`src/rtl/score_display_mux.sv`:
```
// rtl/score_display_mux.sv - multiplexed 7-segment score display driver; optional macro SCORE_DISP_LZB_EN enables leading-zero blanking
module score_display_mux #(
    parameter int NDIGITS     = 4,
    parameter int SCORE_W     = 20,
    parameter int SHIFT       = 6,
    parameter int REFRESH_DIV = 4,
    parameter int ACTIVE_LOW  = 1
) (
    input  logic               clk,
    input  logic               rst,
    input  logic               hi,
    input  logic [SCORE_W-1:0] score,
    input  logic [SCORE_W-1:0] highest,
    output logic [7:0]         seg,
    output logic [NDIGITS-1:0] an,
    output logic               busy,
    output logic               overflow
);
    localparam int BW  = SCORE_W - SHIFT;
    localparam int DW  = 4 * NDIGITS;
    localparam int IW  = (NDIGITS > 1) ? $clog2(NDIGITS) : 1;
    localparam int CW  = (REFRESH_DIV > 1) ? $clog2(REFRESH_DIV) : 1;
    localparam int BCW = $clog2(BW + 1);

    localparam logic [1:0] S_LOAD  = 2'd0;
    localparam logic [1:0] S_SHIFT = 2'd1;
    localparam logic [1:0] S_DONE  = 2'd2;

    // Largest value the digits can show: 10^NDIGITS - 1
    function automatic logic [63:0] max_disp();
        logic [63:0] r;
        r = 64'd1;
        for (int i = 0; i < NDIGITS; i++) r = r * 64'd10;
        return r - 64'd1;
    endfunction

    localparam logic [63:0] MAXV = max_disp();

    // Segment pattern for one BCD digit in board polarity; codes above 9 are blank
    function automatic logic [7:0] glyph(input logic [3:0] d);
        logic [7:0] g;
        case (d)
            4'd0:    g = 8'hC0;
            4'd1:    g = 8'hF9;
            4'd2:    g = 8'hA4;
            4'd3:    g = 8'hB0;
            4'd4:    g = 8'h99;
            4'd5:    g = 8'h92;
            4'd6:    g = 8'h82;
            4'd7:    g = 8'hF8;
            4'd8:    g = 8'h80;
            4'd9:    g = 8'h90;
            default: g = 8'hFF;
        endcase
        return (ACTIVE_LOW != 0) ? g : ~g;
    endfunction

    // One-hot digit enable in board polarity
    function automatic logic [NDIGITS-1:0] an_code(input logic [IW-1:0] i);
        logic [NDIGITS-1:0] oh;
        oh = NDIGITS'(1) << i;
        return (ACTIVE_LOW != 0) ? ~oh : oh;
    endfunction

    logic [1:0]         state;
    logic [BW-1:0]      bin;
    logic [DW-1:0]      bcd;
    logic [DW-1:0]      bcd_adj;
    logic [BCW-1:0]     bit_cnt;
    logic               ovf_n;
    logic [DW-1:0]      disp;
    logic [SCORE_W-1:0] sel_val;
    logic [BW-1:0]      scaled;
    logic [BW-1:0]      load_val;
    logic               load_ovf;

    // Select, scale and saturate the value captured at the start of a frame
    always_comb begin
        sel_val  = hi ? highest : score;
        scaled   = BW'(sel_val >> SHIFT);
        load_ovf = ({{(64-BW){1'b0}}, scaled} > MAXV);
        load_val = load_ovf ? MAXV[BW-1:0] : scaled;
    end

    // Double-dabble correction: nibbles of 5 or more get +3 before the shift
    always_comb begin
        bcd_adj = bcd;
        for (int k = 0; k < NDIGITS; k++) begin
            if (bcd[4*k +: 4] >= 4'd5) bcd_adj[4*k +: 4] = bcd[4*k +: 4] + 4'd3;
        end
    end

    // Free-running converter: LOAD, BW shift cycles, then publish result atomically
    always_ff @(posedge clk or posedge rst) begin
        if (rst) begin
            state    <= S_LOAD;
            bin      <= '0;
            bcd      <= '0;
            bit_cnt  <= '0;
            ovf_n    <= 1'b0;
            disp     <= '0;
            overflow <= 1'b0;
        end else begin
            case (state)
                S_LOAD: begin
                    bin     <= load_val;
                    ovf_n   <= load_ovf;
                    bcd     <= '0;
                    bit_cnt <= BCW'(BW);
                    state   <= S_SHIFT;
                end
                S_SHIFT: begin
                    {bcd, bin} <= {bcd_adj, bin} << 1;
                    bit_cnt    <= bit_cnt - 1'b1;
                    if (bit_cnt == BCW'(1)) state <= S_DONE;
                end
                S_DONE: begin
                    disp     <= bcd;
                    overflow <= ovf_n;
                    state    <= S_LOAD;
                end
                default: state <= S_LOAD;
            endcase
        end
    end

    assign busy = (state == S_SHIFT);

    logic [IW-1:0]      idx;
    logic [IW-1:0]      idx_nxt;
    logic [CW-1:0]      cnt;
    logic [3:0]         digit_nxt;
    logic               blank_nxt;
    logic [NDIGITS-1:0] lz;

`ifdef SCORE_DISP_LZB_EN
    logic zero_above;

    // Digit k>0 is a leading zero when it and every digit above it are zero
    always_comb begin
        zero_above = 1'b1;
        lz         = '0;
        for (int k = NDIGITS - 1; k >= 0; k--) begin
            zero_above = zero_above & (disp[4*k +: 4] == 4'd0);
            if (k != 0) lz[k] = zero_above;
        end
    end
`else
    assign lz = '0;
`endif

    // Next digit to light and the disp nibble that goes with it
    always_comb begin
        idx_nxt   = (idx == IW'(NDIGITS - 1)) ? '0 : idx + 1'b1;
        digit_nxt = 4'd0;
        blank_nxt = 1'b0;
        for (int k = 0; k < NDIGITS; k++) begin
            if (idx_nxt == IW'(k)) begin
                digit_nxt = disp[4*k +: 4];
                blank_nxt = lz[k];
            end
        end
    end

    // Scan timer: seg and an change together only when the digit advances
    always_ff @(posedge clk or posedge rst) begin
        if (rst) begin
            cnt <= '0;
            idx <= '0;
            an  <= an_code(IW'(0));
            seg <= glyph(4'd0);
        end else if (cnt == CW'(REFRESH_DIV - 1)) begin
            cnt <= '0;
            idx <= idx_nxt;
            an  <= an_code(idx_nxt);
            seg <= blank_nxt ? glyph(4'hF) : glyph(digit_nxt);
        end else begin
            cnt <= cnt + 1'b1;
        end
    end

endmodule

```
`config.mk`:
```
export PLATFORM = sky130hd
export DESIGN_NAME = score_display_mux
export DESIGN_NICKNAME = d
export VERILOG_FILES = /design/src/rtl/score_display_mux.sv
export SDC_FILE = /design/constraint.sdc
export NUM_CORES = 1
export LEC_CHECK = 0
export ABC_AREA = 1
export BUFFER_PORTS_ARGS = -buffer_cell sky130_fd_sc_hd__buf_2
export CAP_MARGIN = 30
export CORE_ASPECT_RATIO = 1.25
export CORE_UTILIZATION = 40
export CTS_BUF_LIST = sky130_fd_sc_hd__clkbuf_8
export DETAILED_ROUTE_END_ITERATION = 12
export MAX_ROUTING_LAYER = met4
export SYNTH_ARGS = -nofsm -noshare
export SYNTH_HDL_FRONTEND = slang
export SYNTH_SLANG_ARGS = --single-unit
```
`constraint.sdc`:
```
create_clock -name clk -period 3.45 [get_ports clk]
set_input_delay 0.345 -clock clk [delete_from_list [all_inputs] [get_ports clk]]
set_output_delay 0.345 -clock clk [all_outputs]
set_load 0.1 [all_outputs]
```
# Word level (Yosys, flattened, before mapping)
# Memory sizes are Yosys's and may differ from the RTL's. A register that Yosys moved wholly into a read port is not among the register bits.
# Index checks and enable logic that the tools add are counted.
[word_totals]
rom_bits = 112
regBits = 70
out_inout_bits = 14
elab_cells = 55
n_memories = 1
[op_classes]
bitwise_logic = 1
n_eq_ne = 9
n_reduce_logical = 3
add_sub_neg = 7
n_mux = 17
magnitude_cmp = 5
n_shift = 1
[memory_table]
columns = ["name", "words", "word_bits", "rd", "rd_ports_with_merged_regs", "wr", "line", "source"]
rows = [
  ["(name not given)", 16, 7, 1, 1, 0, "42", "case (d)"],
]
[op_table]
columns = ["cell", "count"]
rows = [
  ["one-hot mux 16 bit (2 select lines)", 1],
  ["two-way mux 4 bit", 7],
  ["one-hot mux 14 bit (2 select lines)", 1],
  ["two-way mux 20 bit", 1],
  [">= comparator 4 x 3 -> 1 bit (second input constant)", 4],
  ["> comparator 14 bit (second input constant)", 1],
  ["two-way mux 14 bit", 1],
  ["adder 4 x 2 -> 4 bit (second input constant)", 3],
  ["equality test 2 bit (second input constant)", 5],
  ["one-hot mux 4 bit (2 select lines)", 1],
  ["two-way mux 2 bit", 3],
  ["adder 2 x 1 -> 2 bit (second input constant)", 2],
  ["equality test 2 x 1 -> 1 bit (second input constant)", 2],
  ["equality test 4 x 1 -> 1 bit (second input constant)", 1],
  ["zero test 2 bit", 2],
  ["inverter 4 bit", 1],
  ["one-hot mux 2 bit (2 select lines)", 1],
  ["left shift 1 x 2 -> 4 bit (first input constant)", 1],
  ["subtractor 4 x 1 -> 4 bit (second input constant)", 1],
  ["adder 3 x 2 -> 3 bit (second input constant)", 1],
  ["two-way mux 3 bit", 1],
  ["inequality test 2 x 1 -> 1 bit (second input constant)", 1],
  ["nonzero test 2 bit", 1],
]

# Logic depth before layout (Yosys ltp)
[depth]
depth_word = 7
mapped_depth = 15
depth_no_buf = 15

# Worst setup path after synthesis
# Ideal clock, no wire load.
[synth_timing]
path_type = "reg2reg"
from = "register idx[0]"
to = "register seg[3]"
slack_ns = 1.581
n_path_buf = 1
stages_incl_launch_ff = 15
t_arrival_ns = 1.749
synth_period_minus_slack_ns = 1.869
setup_ns = 0.120
path_cell_list = "dfrtp_1 inv_1 ha_1 buf_2 inv_1 o21ai_0 a21o_1 nand2_1 inv_1 ha_1 nand2_1 nand3_1 nand2_1 nand2_1 nand2_1"
[synth_between]
elab_chain_len = 7
word_cells_on_any_way = 11
cone_classes = "1 x add/sub; 4 x eq/ne; 5 x mux; 1 x reduce/logical"
[synth_rtl]
columns = ["item", "line", "source"]
rows = [
  ["from (decl)", "129", "logic [IW-1:0] idx;"],
  ["from (signal assigned)", "174", "idx <= idx_nxt;"],
  ["adder 2 x 1 -> 2 bit or equality test 2 bit (tied branches)", "154", "idx_nxt = (idx == IW'(NDIGITS - 1)) ? '0 : idx + 1'b1;"],
  ["two-way mux 2 bit *", "154", ""],
  ["zero test 2 bit", "158", "if (idx_nxt == IW'(k)) begin"],
  ["two-way mux 4 bit (3 in series)", "158", ""],
  ["two-way mux 4 bit *", "158", ""],
  ["to (decl)", "14", "output logic [7:0] seg,"],
]
# Mark *: on every way between the ends. The rest lies on a longest branch, timed or not.
# A chain may end at the register's enable or synchronous reset.

# Final worst setup path
[layout_timing]
from = "register state[1]"
to = "output busy"
[layout_between]
elab_chain_len = 1
[layout_rtl]
columns = ["item", "line", "source"]
rows = [
  ["from (decl)", "65", "logic [1:0] state;"],
  ["from (signal assigned)", "96", "state <= S_LOAD;"],
  ["from (signal assigned)", "110", "state <= S_SHIFT;"],
  ["from (signal assigned)", "115", "if (bit_cnt == BCW'(1)) state <= S_DONE;"],
  ["equality test 2 x 1 -> 1 bit", "127", "assign busy = (state == S_SHIFT);"],
  ["to (decl)", "16", "output logic busy,"],
]
# Every way passes these cells.

==> results.txt <==
----------------------------------------------------
[Clocking]
  CTS tree ... done
  Post-CTS Setup Repair Bufs ... 0
  Clock transition at path regs ... 0.07 ns
  Maximum number of buffers from clock root to sink ... 2
  Sinks on the clock net ... between 60 and 70
  Clock root buffer ... sky130_fd_sc_hd__clkbuf_8
  Clock insertion delay at the later pin of the skew report ... 0.35 ns
  # resized after CTS ... 0
  Total number of H-tree levels ... 3
  # hold bufs at CTS ... 0
  Number of CTS-inserted buffers ... 9

[Yosys]
  Most used standard cells in the synthesized netlist ... sky130_fd_sc_hd__nand2_1, sky130_fd_sc_hd__dfrtp_1, sky130_fd_sc_hd__inv_1, sky130_fd_sc_hd__o21ai_0, sky130_fd_sc_hd__o21ai_1
  Post-synth EDFFs ... 0
  Warning count from the yosys run ... 0
  Flops & latches, synth ... 69
  Yosys top cell area share ... 45.0%
  Cell with the most instances after synthesis ... sky130_fd_sc_hd__nand2_1
  Post-synthesis instance total ... 457
  Netlist Area Pre-Place ... roughly 3600 µm²
  Net Count, Synth ... between 500 and 600
  Share of the yosys chip area belonging to registers ... 47.9%
  Cell types occupying the most area after synthesis ... sky130_fd_sc_hd__dfrtp_1, sky130_fd_sc_hd__nand2_1, sky130_fd_sc_hd__ha_1
  Synth Flop Type ... sky130_fd_sc_hd__dfrtp_1
  FFs w/ async S/R, synth ... 100%
  Cell accounting for the most synthesized area ... sky130_fd_sc_hd__dfrtp_1
  Number of distinct library cells after synthesis ... 32
  Mean cell area of the mapped netlist ... between 7 and 8 µm²

[Detailed routing]
  Detailed-route DRC error count ... 0
  Detailed Route WL ... 7320 µm
  Via/cell ratio ... 4.87
  Vias ... between 3000 and 4000
  Number of nets with antenna violations after routing ... 0
  Initial DRC count ... between 150 and 200
  First-pass iteration count of the detailed router ... 4
  Avg WL per Cell ... 11.7 µm

[Timing]
  Unrepaired setup endpoints after global routing ... false
  Achievable frequency ... 0.439 GHz
  Final hold violation count ... 0
  Final WS setup ... approximately 1.2 ns
  Share of the clock period used by the worst path after layout ... 66.1%
  Final Skew ... ~0.0055 ns
  Final sum of negative setup slack ... 0 ns
  Slew at the pin closest to its max-slew limit ... 0.738 ns
  Headroom to the max-slew limit ... 50.7%
  Final Max Tran Viols ... 0
  Count of final setup violators ... 0
  Post-layout min period ... 2.28 ns

[Power and ir drop]
  P_leak ... 2.10 nW
  Maximum resistive drop on vdd ... 0.201 mV
  Power density cells ... 589 nW/µm²

[Floorplan]
  Core Box Area ... 8750 µm²
  Starting utilization of the core area ... between 40% and 50%
  Area enclosed by the die boundary ... around 9400 µm²
  Ports placed on the boundary ... 57
  Die H ... 108 µm
  Die boundary width ... 87.0 µm
  Count of standard-cell rows ... 38

[Worst setup path]
  Critical-path cell list ... nor2_1, buf_2
  Critical path required time ... just over 3 ns
  CP arrival ... around 1.9 ns
  Crit end category ... output pin
  Cell with the largest stage delay on the worst path ... sky130_fd_sc_hd__dfrtp_1
  Worst reg2reg path startpoint ... idx[0]$_DFFE_PP0P_
  Launching instance or port of the critical path ... state[1]$_DFFE_PP0P_
  Startpoint Class ... register
  Slowest stage delay, CP ... 0.56 ns
  Crit path max fanout ... 15
  Start-to-end type of the worst setup path ... register to output pin

[GRT]
  Overflow left after global routing ... 0
  Number of antenna violations at the first check in global routing ... 0
  Pin count of the biggest net entering global routing ... 36
  Global-route wire length before repair ... around 13000 µm
  Via count of the first global-routing pass ... slightly below 3000
  Overall global routing resource usage ... between 15 and 20%

[Placed design]
  DP HPWL ... 5300 µm
  Placement-stage worst setup slack ... around 1.3 ns
  Placer's final routability congestion estimate ... 0.774
  Total of buffers placed on input and output ports ... 43

[Finish]
  Share of layout cells above drive strength 1 ... 16.2%
  Diodes inserted ... 0
  Growth of design area from synthesis to finish ... 14.4%
  Final net count ... ~560

[Hold path]
  Worst Hold Class ... input pin to asynchronous set/reset pin

[Status]
  Run status ... finished, final reports clean

[Job]
  Number of maximum-capacitance violations ... 0

----------------------------------------------------
layer usage:
metal	vias to the layer above	routed length [µm]	track usage, %	part of all wire (%)
li1	1578	-	-	-
met1	1391	3380	20.4	46
met2	56	3490	31.6	48
met3	19	250	3.74	3.4
met4	0	201	9.76	2.7
met5	-	0	-	0
final cells by class:
cell class | count | area [µm²]
clock buffer | 11 | 151
clock inverter | 5 | 26.3
fill | 919 | 4610
inverter | 48 | 180
multi-input combinational | 324 | 1620
sequential | 69 | 1730
tap | 120 | 150
timing repair buffer | 48 | 273
critical path: cells and delay by family, from the launching register on:
kind                   cells  cell delay [ns]
and+or+nand+nor            1             0.50
buffers and inverters      1             0.52
DFF                        1             0.56
power breakdown:
part / total [W] / leakage, nW / switching [W] / internal (W)
Sequential: 0.00103 / 0.842 / 0.0000775 / 0.000957
Clock: 0.000600 / 0.0963 / 0.000307 / 0.000293
Combinational: 0.000802 / 1.16 / 0.000595 / 0.000207
final timing paths:
kind	to	cells past startpoint	slack [ns]
worst min register to register	cnt[0]$_DFF_PP0_	1	0.42
max in group asynchronous	disp[12]$_DFFE_PP0N_	3	2.58
min in group clk	bin[0]$_DFFE_PP0P_	3	0.30
worst max-delay path	busy	2	1.17
worst max register to register	seg[0]$_DFFE_PP0P_	14	1.32
worst min-delay path	bcd[2]$_DFFE_PP0P_	2	0.10
cells in the final DEF, fill, tap and decap left out, drive strengths merged:
cell type and instances:
ha 20, nand2 136, a211oi 1, o32ai 1, o21a 1, a21o 1
nor2 32, xor2 1, buf 48, o211ai 5, clkinv 3, conb 1
o22ai 4, nand4 1, o21ai 67, or2 2, nand3 27, dfstp 4
nand3b 1, a21oi 22, clkbuf 11, inv 49, nor3 1, clkinvlp 1
dfrtp 65
registers in the layout, indices dropped and copies added, names as in the netlist:
name,flops
cnt,2
state,2
ovf_n,1
overflow,1
bcd,16
an,4
bin,14
bit_cnt,4
disp,16
idx,2
seg,7
logic make-up (layout without fill, tap and decap cells):
group / Yosys count / count (layout) / synth area share [%]
adders and majority gates: 20 / 20 / 6.92
and+or+nand+nor: 200 / 200 / 22.6
buffers and inverters: 64 / 112 / 7.23
AOI/OAI and AO/OA: 102 / 102 / 15.0
xor gates and xnor gates: 1 / 1 / 0.242
other: 1 / 1 / 0.104
DFF: 69 / 69 / 47.9
through the flow:
step	cell area, µm²	utilization (%)	cells	power (W)	hold slack, ns
global route	4140	47.3	625	0.00260	0.176
CTS	4140	47.3	625	0.00247	0.140
detailed placement	3960	45.2	609	0.00186	0.416
floorplan	3620	-	457	0.00170	0.403
finish	4140	47.3	625	0.00244	0.105
global placement	3930	44.9	608	0.00185	0.414
(Power assumes the default switching activity.)
